<file path="config.mk">
export PLATFORM = sky130hd
export DESIGN_NAME = vga_timing_gen_flat
export DESIGN_NICKNAME = d
export VERILOG_FILES = /design/src/rtl/vga_timing_pkg.sv /design/src/rtl/vga_timing_gen_if.sv /design/src/rtl/vga_timing_gen_sync_delay_line.sv /design/src/rtl/vga_timing_gen.sv /design/src/flat_wrapper.sv
export SDC_FILE = /design/constraint.sdc
export NUM_CORES = 1
export LEC_CHECK = 0
export CORE_UTILIZATION = 45
export DETAILED_ROUTE_END_ITERATION = 10
export GPL_TIMING_DRIVEN = 0
export PLACE_DENSITY = 0.72
export SLEW_MARGIN = 10
export SYNTH_ARGS = -nofsm -noshare
export SYNTH_HDL_FRONTEND = slang
export SYNTH_SLANG_ARGS = --single-unit
</file>
<file path="constraint.sdc">
create_clock -name vga_clk -period 3.2 [get_ports vga_clk]
set_input_delay 0.32 -clock vga_clk [delete_from_list [all_inputs] [get_ports vga_clk]]
set_output_delay 0.32 -clock vga_clk [all_outputs]
set_load 0.05 [all_outputs]
</file>
<file path="src/rtl/vga_timing_pkg.sv">
// Shared VGA raster types and default 640x480@60 timing constants.
// Imported by the timing generator and by the sprite drawing blocks.
package vga_timing_pkg;

  localparam int COORD_W = 10;

  localparam int VGA_H_VISIBLE = 640;
  localparam int VGA_H_FRONT   = 16;
  localparam int VGA_H_SYNC    = 96;
  localparam int VGA_H_BACK    = 48;
  localparam int VGA_H_TOTAL   = VGA_H_VISIBLE + VGA_H_FRONT + VGA_H_SYNC + VGA_H_BACK;

  localparam int VGA_V_VISIBLE = 480;
  localparam int VGA_V_FRONT   = 10;
  localparam int VGA_V_SYNC    = 2;
  localparam int VGA_V_BACK    = 33;
  localparam int VGA_V_TOTAL   = VGA_V_VISIBLE + VGA_V_FRONT + VGA_V_SYNC + VGA_V_BACK;

  typedef logic [COORD_W-1:0] coord_t;

  // Maps a decoded "in sync window" flag onto the physical pin level.
  function automatic logic sync_level(input logic active, input logic sync_active);
    return active ? sync_active : ~sync_active;
  endfunction

endpackage

</file>
<file path="src/rtl/vga_timing_gen_if.sv">
// Raster timing bundle driven by vga_timing_gen and consumed by the drawing stages.
interface vga_timing_gen_if;
  import vga_timing_pkg::*;

  coord_t     DrawX;
  coord_t     DrawY;
  logic       blank;
  logic       hs;
  logic       vs;
  logic       frame_start;
  logic [7:0] frame_count;

  modport master (
    output DrawX, DrawY, blank, hs, vs, frame_start, frame_count
  );

  modport slave (
    input DrawX, DrawY, blank, hs, vs, frame_start, frame_count
  );

endinterface

</file>
<file path="src/rtl/vga_timing_gen_sync_delay_line.sv">
// 1-bit shift register used to align hs/vs with the downstream colour pipeline.
module sync_delay_line #(
  parameter int   DEPTH     = 2,
  parameter logic RESET_VAL = 1'b1
) (
  input  logic clk,
  input  logic rst_n,
  input  logic raw,
  output logic dly
);

  if (DEPTH == 0) begin : g_pass
    // Zero depth is a plain wire; clock and reset are deliberately unused here.
    logic unused_clk_rst;
    assign unused_clk_rst = clk ^ rst_n;
    assign dly = raw;
  end else begin : g_shift
    logic [DEPTH-1:0] stage_reg;

    always_ff @(posedge clk or negedge rst_n) begin
      if (!rst_n) begin
        stage_reg <= {DEPTH{RESET_VAL}};
      end else begin
        stage_reg[0] <= raw;
        for (int i = 1; i < DEPTH; i++) begin
          stage_reg[i] <= stage_reg[i-1];
        end
      end
    end

    assign dly = stage_reg[DEPTH-1];
  end

endmodule

</file>
<file path="src/rtl/vga_timing_gen.sv">
// VGA raster counters, visible-region flag, pipeline-aligned syncs and frame counter.
module vga_timing_gen
  import vga_timing_pkg::*;
#(
  parameter int   H_VISIBLE   = VGA_H_VISIBLE,
  parameter int   H_FRONT     = VGA_H_FRONT,
  parameter int   H_SYNC      = VGA_H_SYNC,
  parameter int   H_BACK      = VGA_H_BACK,
  parameter int   V_VISIBLE   = VGA_V_VISIBLE,
  parameter int   V_FRONT     = VGA_V_FRONT,
  parameter int   V_SYNC      = VGA_V_SYNC,
  parameter int   V_BACK      = VGA_V_BACK,
  parameter logic SYNC_ACTIVE = 1'b0,
  parameter int   PIPE_DLY    = 2
) (
  input  logic             vga_clk,
  input  logic             reset_n,
  vga_timing_gen_if.master vga
);

  localparam int H_TOTAL  = H_VISIBLE + H_FRONT + H_SYNC + H_BACK;
  localparam int V_TOTAL  = V_VISIBLE + V_FRONT + V_SYNC + V_BACK;
  localparam int HS_START = H_VISIBLE + H_FRONT;
  localparam int HS_END   = HS_START + H_SYNC;
  localparam int VS_START = V_VISIBLE + V_FRONT;
  localparam int VS_END   = VS_START + V_SYNC;

  localparam coord_t X_LAST = coord_t'(H_TOTAL - 1);
  localparam coord_t Y_LAST = coord_t'(V_TOTAL - 1);

  if (H_TOTAL > 1024 || V_TOTAL > 1024) begin : g_bad_total
    $fatal(1, "vga_timing_gen: H_TOTAL/V_TOTAL must not exceed 1024");
  end

  if (PIPE_DLY < 0 || PIPE_DLY > 7) begin : g_bad_dly
    $fatal(1, "vga_timing_gen: PIPE_DLY must be within 0..7");
  end

  coord_t     x_reg, x_next;
  coord_t     y_reg, y_next;
  logic       blank_reg, blank_next;
  logic       frame_start_reg, frame_start_next;
  logic [7:0] frame_count_reg, frame_count_next;
  logic       x_wrap, y_wrap;
  logic       hs_raw, vs_raw;

  always_comb begin
    x_wrap = (x_reg == X_LAST);
    y_wrap = (y_reg == Y_LAST);
    x_next = x_wrap ? '0 : x_reg + coord_t'(1);
    y_next = y_reg;
    if (x_wrap) begin
      y_next = y_wrap ? '0 : y_reg + coord_t'(1);
    end
    // blank is decoded from the next coordinates so it stays aligned with DrawX/DrawY.
    blank_next       = (int'(x_next) < H_VISIBLE) && (int'(y_next) < V_VISIBLE);
    frame_start_next = x_wrap && y_wrap;
    frame_count_next = frame_count_reg + (frame_start_next ? 8'd1 : 8'd0);
  end

  always_ff @(posedge vga_clk or negedge reset_n) begin
    if (!reset_n) begin
      x_reg           <= '0;
      y_reg           <= '0;
      blank_reg       <= 1'b1;
      frame_start_reg <= 1'b0;
      frame_count_reg <= 8'd0;
    end else begin
      x_reg           <= x_next;
      y_reg           <= y_next;
      blank_reg       <= blank_next;
      frame_start_reg <= frame_start_next;
      frame_count_reg <= frame_count_next;
    end
  end

  // Raw syncs come from the current counters; vs covers whole lines.
  always_comb begin
    hs_raw = sync_level((int'(x_reg) >= HS_START) && (int'(x_reg) < HS_END), SYNC_ACTIVE);
    vs_raw = sync_level((int'(y_reg) >= VS_START) && (int'(y_reg) < VS_END), SYNC_ACTIVE);
  end

  sync_delay_line #(
    .DEPTH     (PIPE_DLY),
    .RESET_VAL (~SYNC_ACTIVE)
  ) u_hs_dly (
    .clk   (vga_clk),
    .rst_n (reset_n),
    .raw   (hs_raw),
    .dly   (vga.hs)
  );

  sync_delay_line #(
    .DEPTH     (PIPE_DLY),
    .RESET_VAL (~SYNC_ACTIVE)
  ) u_vs_dly (
    .clk   (vga_clk),
    .rst_n (reset_n),
    .raw   (vs_raw),
    .dly   (vga.vs)
  );

  assign vga.DrawX       = x_reg;
  assign vga.DrawY       = y_reg;
  assign vga.blank       = blank_reg;
  assign vga.frame_start = frame_start_reg;
  assign vga.frame_count = frame_count_reg;

endmodule

</file>
<file path="src/flat_wrapper.sv">
// flat-port wrapper written by rule: the top's interface ports become plain ports
module vga_timing_gen_flat import vga_timing_pkg::*;
#(
  parameter int   H_VISIBLE   = VGA_H_VISIBLE,
  parameter int   H_FRONT     = VGA_H_FRONT,
  parameter int   H_SYNC      = VGA_H_SYNC,
  parameter int   H_BACK      = VGA_H_BACK,
  parameter int   V_VISIBLE   = VGA_V_VISIBLE,
  parameter int   V_FRONT     = VGA_V_FRONT,
  parameter int   V_SYNC      = VGA_V_SYNC,
  parameter int   V_BACK      = VGA_V_BACK,
  parameter logic SYNC_ACTIVE = 1'b0,
  parameter int   PIPE_DLY    = 2
)
  (vga_clk, reset_n, vga_DrawX, vga_DrawY, vga_blank, vga_hs, vga_vs, vga_frame_start, vga_frame_count);
  vga_timing_gen_if vga_i ();
  input  logic vga_clk;
  input  logic reset_n;
  output wire logic [$bits(vga_i.DrawX)-1:0] vga_DrawX;
  output wire logic [$bits(vga_i.DrawY)-1:0] vga_DrawY;
  output wire logic [$bits(vga_i.blank)-1:0] vga_blank;
  output wire logic [$bits(vga_i.hs)-1:0] vga_hs;
  output wire logic [$bits(vga_i.vs)-1:0] vga_vs;
  output wire logic [$bits(vga_i.frame_start)-1:0] vga_frame_start;
  output wire logic [$bits(vga_i.frame_count)-1:0] vga_frame_count;
  assign vga_DrawX = vga_i.DrawX;
  assign vga_DrawY = vga_i.DrawY;
  assign vga_blank = vga_i.blank;
  assign vga_hs = vga_i.hs;
  assign vga_vs = vga_i.vs;
  assign vga_frame_start = vga_i.frame_start;
  assign vga_frame_count = vga_i.frame_count;
  vga_timing_gen #(.H_VISIBLE(H_VISIBLE), .H_FRONT(H_FRONT), .H_SYNC(H_SYNC), .H_BACK(H_BACK), .V_VISIBLE(V_VISIBLE), .V_FRONT(V_FRONT), .V_SYNC(V_SYNC), .V_BACK(V_BACK), .SYNC_ACTIVE(SYNC_ACTIVE), .PIPE_DLY(PIPE_DLY)) u_core (.vga_clk(vga_clk), .reset_n(reset_n), .vga(vga_i));
endmodule
</file>
==> flow_metrics.py <==
metrics = {
    "yosys": {
        "yosysMostFrequentCell": "dfrtp_1",
        "synth_edf_count": 0,
        "synth_nets": 150,
        "netlist_instances": 142,
        "ys_top_cells_by_count": "dfrtp_1, nand2_1, nand3_1, nor2_1, xor2_1",
        "synth_warnings": 0,
        "synthesis.area_um2": 1594,
        "synth_top_area_share": 0.4553,
        "synth_ff_type": "dfrtp_1",
        "synth_area_leader_cell": "dfrtp_1",
        "ys_async_sr_fraction": 1.000,
        "yosysSeqAreaShare": 0.5377,
        "ys_ff_latch": 34,
        "synth.distinct_cells": 33,
        "synth.area.top_cells": "dfrtp_1, dfstp_2, xor2_1",
        "synth.avg_cell_area_um2": 11.23,
    },
    "setup_path": {
        "cp-start-kind": "flop",
        "crit_required_ns": 3.41,
        "worstSetupPathType": "flop to flop",
        "slowest_stage": "or3_4",
        "worstPathMaxFanout": 7,
        "endpoint_kind": "flop",
        "startpoint": "u_core.vga.DrawX[0]",
        "r2r-start": "u_core.vga.DrawX[0]",
        "critPathArrivalTime_ns": 2.80,
        "slowest_delay_ns": 0.53,
        "crit_path_frequent_cell": "ha_1",
        "path_cells": "ha_1, nand3_1, or3_4, nor2_1, ha_1, ha_1, and3_1, nand3_1, xnor2_1",
    },
    "placed_design": {
        "place_ws_ns": 0.5759,
        "hpwl_mm": 2.086,
        "gp_congestion": 0.7863,
        "dpl-instance-area_um2": 1977,
        "io_buffers": 33,
    },
    "sta": {
        "tightest_slew_ns": 0.7311,
        "finalHoldViolCount": 0,
        "fin_ws_ns": 0.6144,
        "fin_crit_ns": 2.586,
        "period_share": 0.8080,
        "rsz0062_at_grt": "no",
        "timing.hold.ws_ns": 0.04438,
        "tns_ns": 0,
        "slew-limit-headroom": 0.5126,
        "fmax_mhz": 386.8,
        "setup_viol": 0,
        "skew_ns": 0.01073,
        "final_max_slew_viol_count": 0,
    },
    "floorplanning": {
        "ios": 34,
        "die-area_um2": 3784,
        "initial_core_util": 0.4740,
        "core-area_um2": 3363,
        "die_h_um": 61.52,
        "fp.dieW_um": 61.52,
        "fp-row-count": 21,
    },
    "final_layout": {
        "diodes": 0,
        "syn_to_final_growth_pct": 27.79,
        "postLayoutCoreUtil": 0.6057,
        "stdcell_area_um2": 2037,
        "drive_above_1_share": 0.1202,
        "final_net_count": 190,
    },
    "routing": {
        "first_pass_iters": 4,
        "route.detailed.drc": 0,
        "ant_nets": 0,
        "drt_iter0_drc": 30,
        "wl_per_cell_um": 12.50,
        "wl_mm": 2.863,
        "vias": 1169,
        "vias_per_cell": 5.105,
    },
    "power": {
        "ir_drop_mv": 0.2467,
        "leakage_nw": 0.9136,
        "powerDensity_nw_per_um2": 332.7,
    },
    "grt": {
        "overflow": 0,
        "antenna_found_initial": 0,
        "grt_pass1_wl_mm": 4.926,
        "grt_use_total": 0.1799,
        "grt_pass1_vias": 1089,
        "grt_max_degree": 35,
    },
    "clock_tree": {
        "cts_setup_buffers": 0,
        "cts.repair.resized": 0,
        "clock_path_buffers": 2,
        "h-tree-depth": 2,
        "cts_tree": "yes",
        "cts_hold_buf": 0,
        "root_buffer": "clkbuf_4",
        "numCtsBuffers": 5,
        "clock-sinks": 34,
        "clk_latency_ns": 0.32,
        "clk_pin_slew_worst_paths_ns": 0.10,
    },
    "outcome": {
        "run_status": "finished, final reports clean",
    },
    "flow_run": {
        "cap_violations": 0,
    },
    "worst_hold_path": {
        "holdCritPathClass": "input port to asynchronous set/reset pin",
    },
}
==> power breakdown <==
group          leakage [nW]  switching [mW]  internal [mW]  total, mW
clock network        0.0353           0.133          0.106      0.240
logic                 0.435         0.00775       0.000439    0.00819
registers             0.443               0          0.430      0.430
total                 0.914           0.141          0.537      0.678
==> routing by layer <==
metal / GRT usage / vias up / share of wire
li1: - / 586 / -
met1: 0.2347 / 554 / 0.46
met2: 0.2857 / 24 / 0.48
met3: 0.03782 / 5 / 0.043
met4: 0.08571 / 0 / 0.016
met5: 0 / - / 0
==> critical path: cells and delay by family (launching register included) <==
kind	cells	cell delay, ns
xor gates and xnor gates	1	0.14
and+or+nand+nor	5	1.28
adders and majority gates	3	0.62
DFF	1	0.44
==> path summary, 6_finish.rpt <==
path | endpoint | slack [ns] | cells past startpoint
setup / recovery | u_core.vga.frame_count[6] | 0.61 | 9
hold / removal | u_core.vga.frame_count[4] | 0.04 | 1
setup reg to reg | u_core.vga.frame_count[6] | 0.61 | 9
hold reg to reg | u_core.u_hs_dly.g_shift.stage_reg[1] | 0.36 | 0
max in group asynchronous | u_core.vga.DrawX[7] | 2.68 | 1
min in group vga_clk | u_core.u_hs_dly.g_shift.stage_reg[1] | 0.36 | 0
==> layout make-up <==
| cell class | instances | area, µm² |
|---|---|---|
| buffer | 3 | 12.51 |
| timing repair buffer | 33 | 325.3 |
| sequential | 34 | 857.1 |
| tap | 46 | 57.56 |
| inverter | 5 | 18.77 |
| clock inverter | 1 | 5.005 |
| fill | 314 | 1326 |
| clock buffer | 7 | 55.05 |
| multi-input combinational | 100 | 705.7 |
==> cell usage in the layout, fill, tap and decap left out <==
cell and count:
o21ai_0 5, xnor2_2 1, dfrtp_1 29, ha_1 6, or4b_4 1, nand2_2 1, nand4_1 5, o311ai_4 1
or3_4 1, clkbuf_1 3, and4_1 5, a21oi_1 1, and4b_1 1, o21ai_1 2, nor3_4 1, clkbuf_8 1
nor4b_1 1, nor2_1 12, clkinv_2 1, dfstp_2 5, nor2b_1 1, a311oi_2 1, clkbuf_4 5, inv_1 5
nor3_1 4, nand4_2 1, o41ai_1 1, nand2_1 12, xnor2_1 7, or4_1 1, xor2_1 10, buf_2 2
and3_1 3, clkdlybuf4s50_1 32, nand3_1 12, nor4_1 1, and2_1 2
==> cells by family (layout without fill, tap and decap cells) <==
kind of cell	Yosys count	after routing	synth area share
buffers and inverters	8	49	0.01962
DFF	34	34	0.5377
and+or+nand+nor	65	65	0.2355
AOI/OAI and AO/OA	11	11	0.05651
adders and majority gates	6	6	0.04709
xor gates and xnor gates	18	18	0.1036
==> per-stage QoR <==
stage                     power (mW)  instances
final                         0.6776        229
after global placement        0.4472        221
after detailed placement      0.4468        221
after CTS                     0.6880        229
after floorplan               0.4380        142
after global routing          0.7080        229
Power figures use the tool's default switching activity.
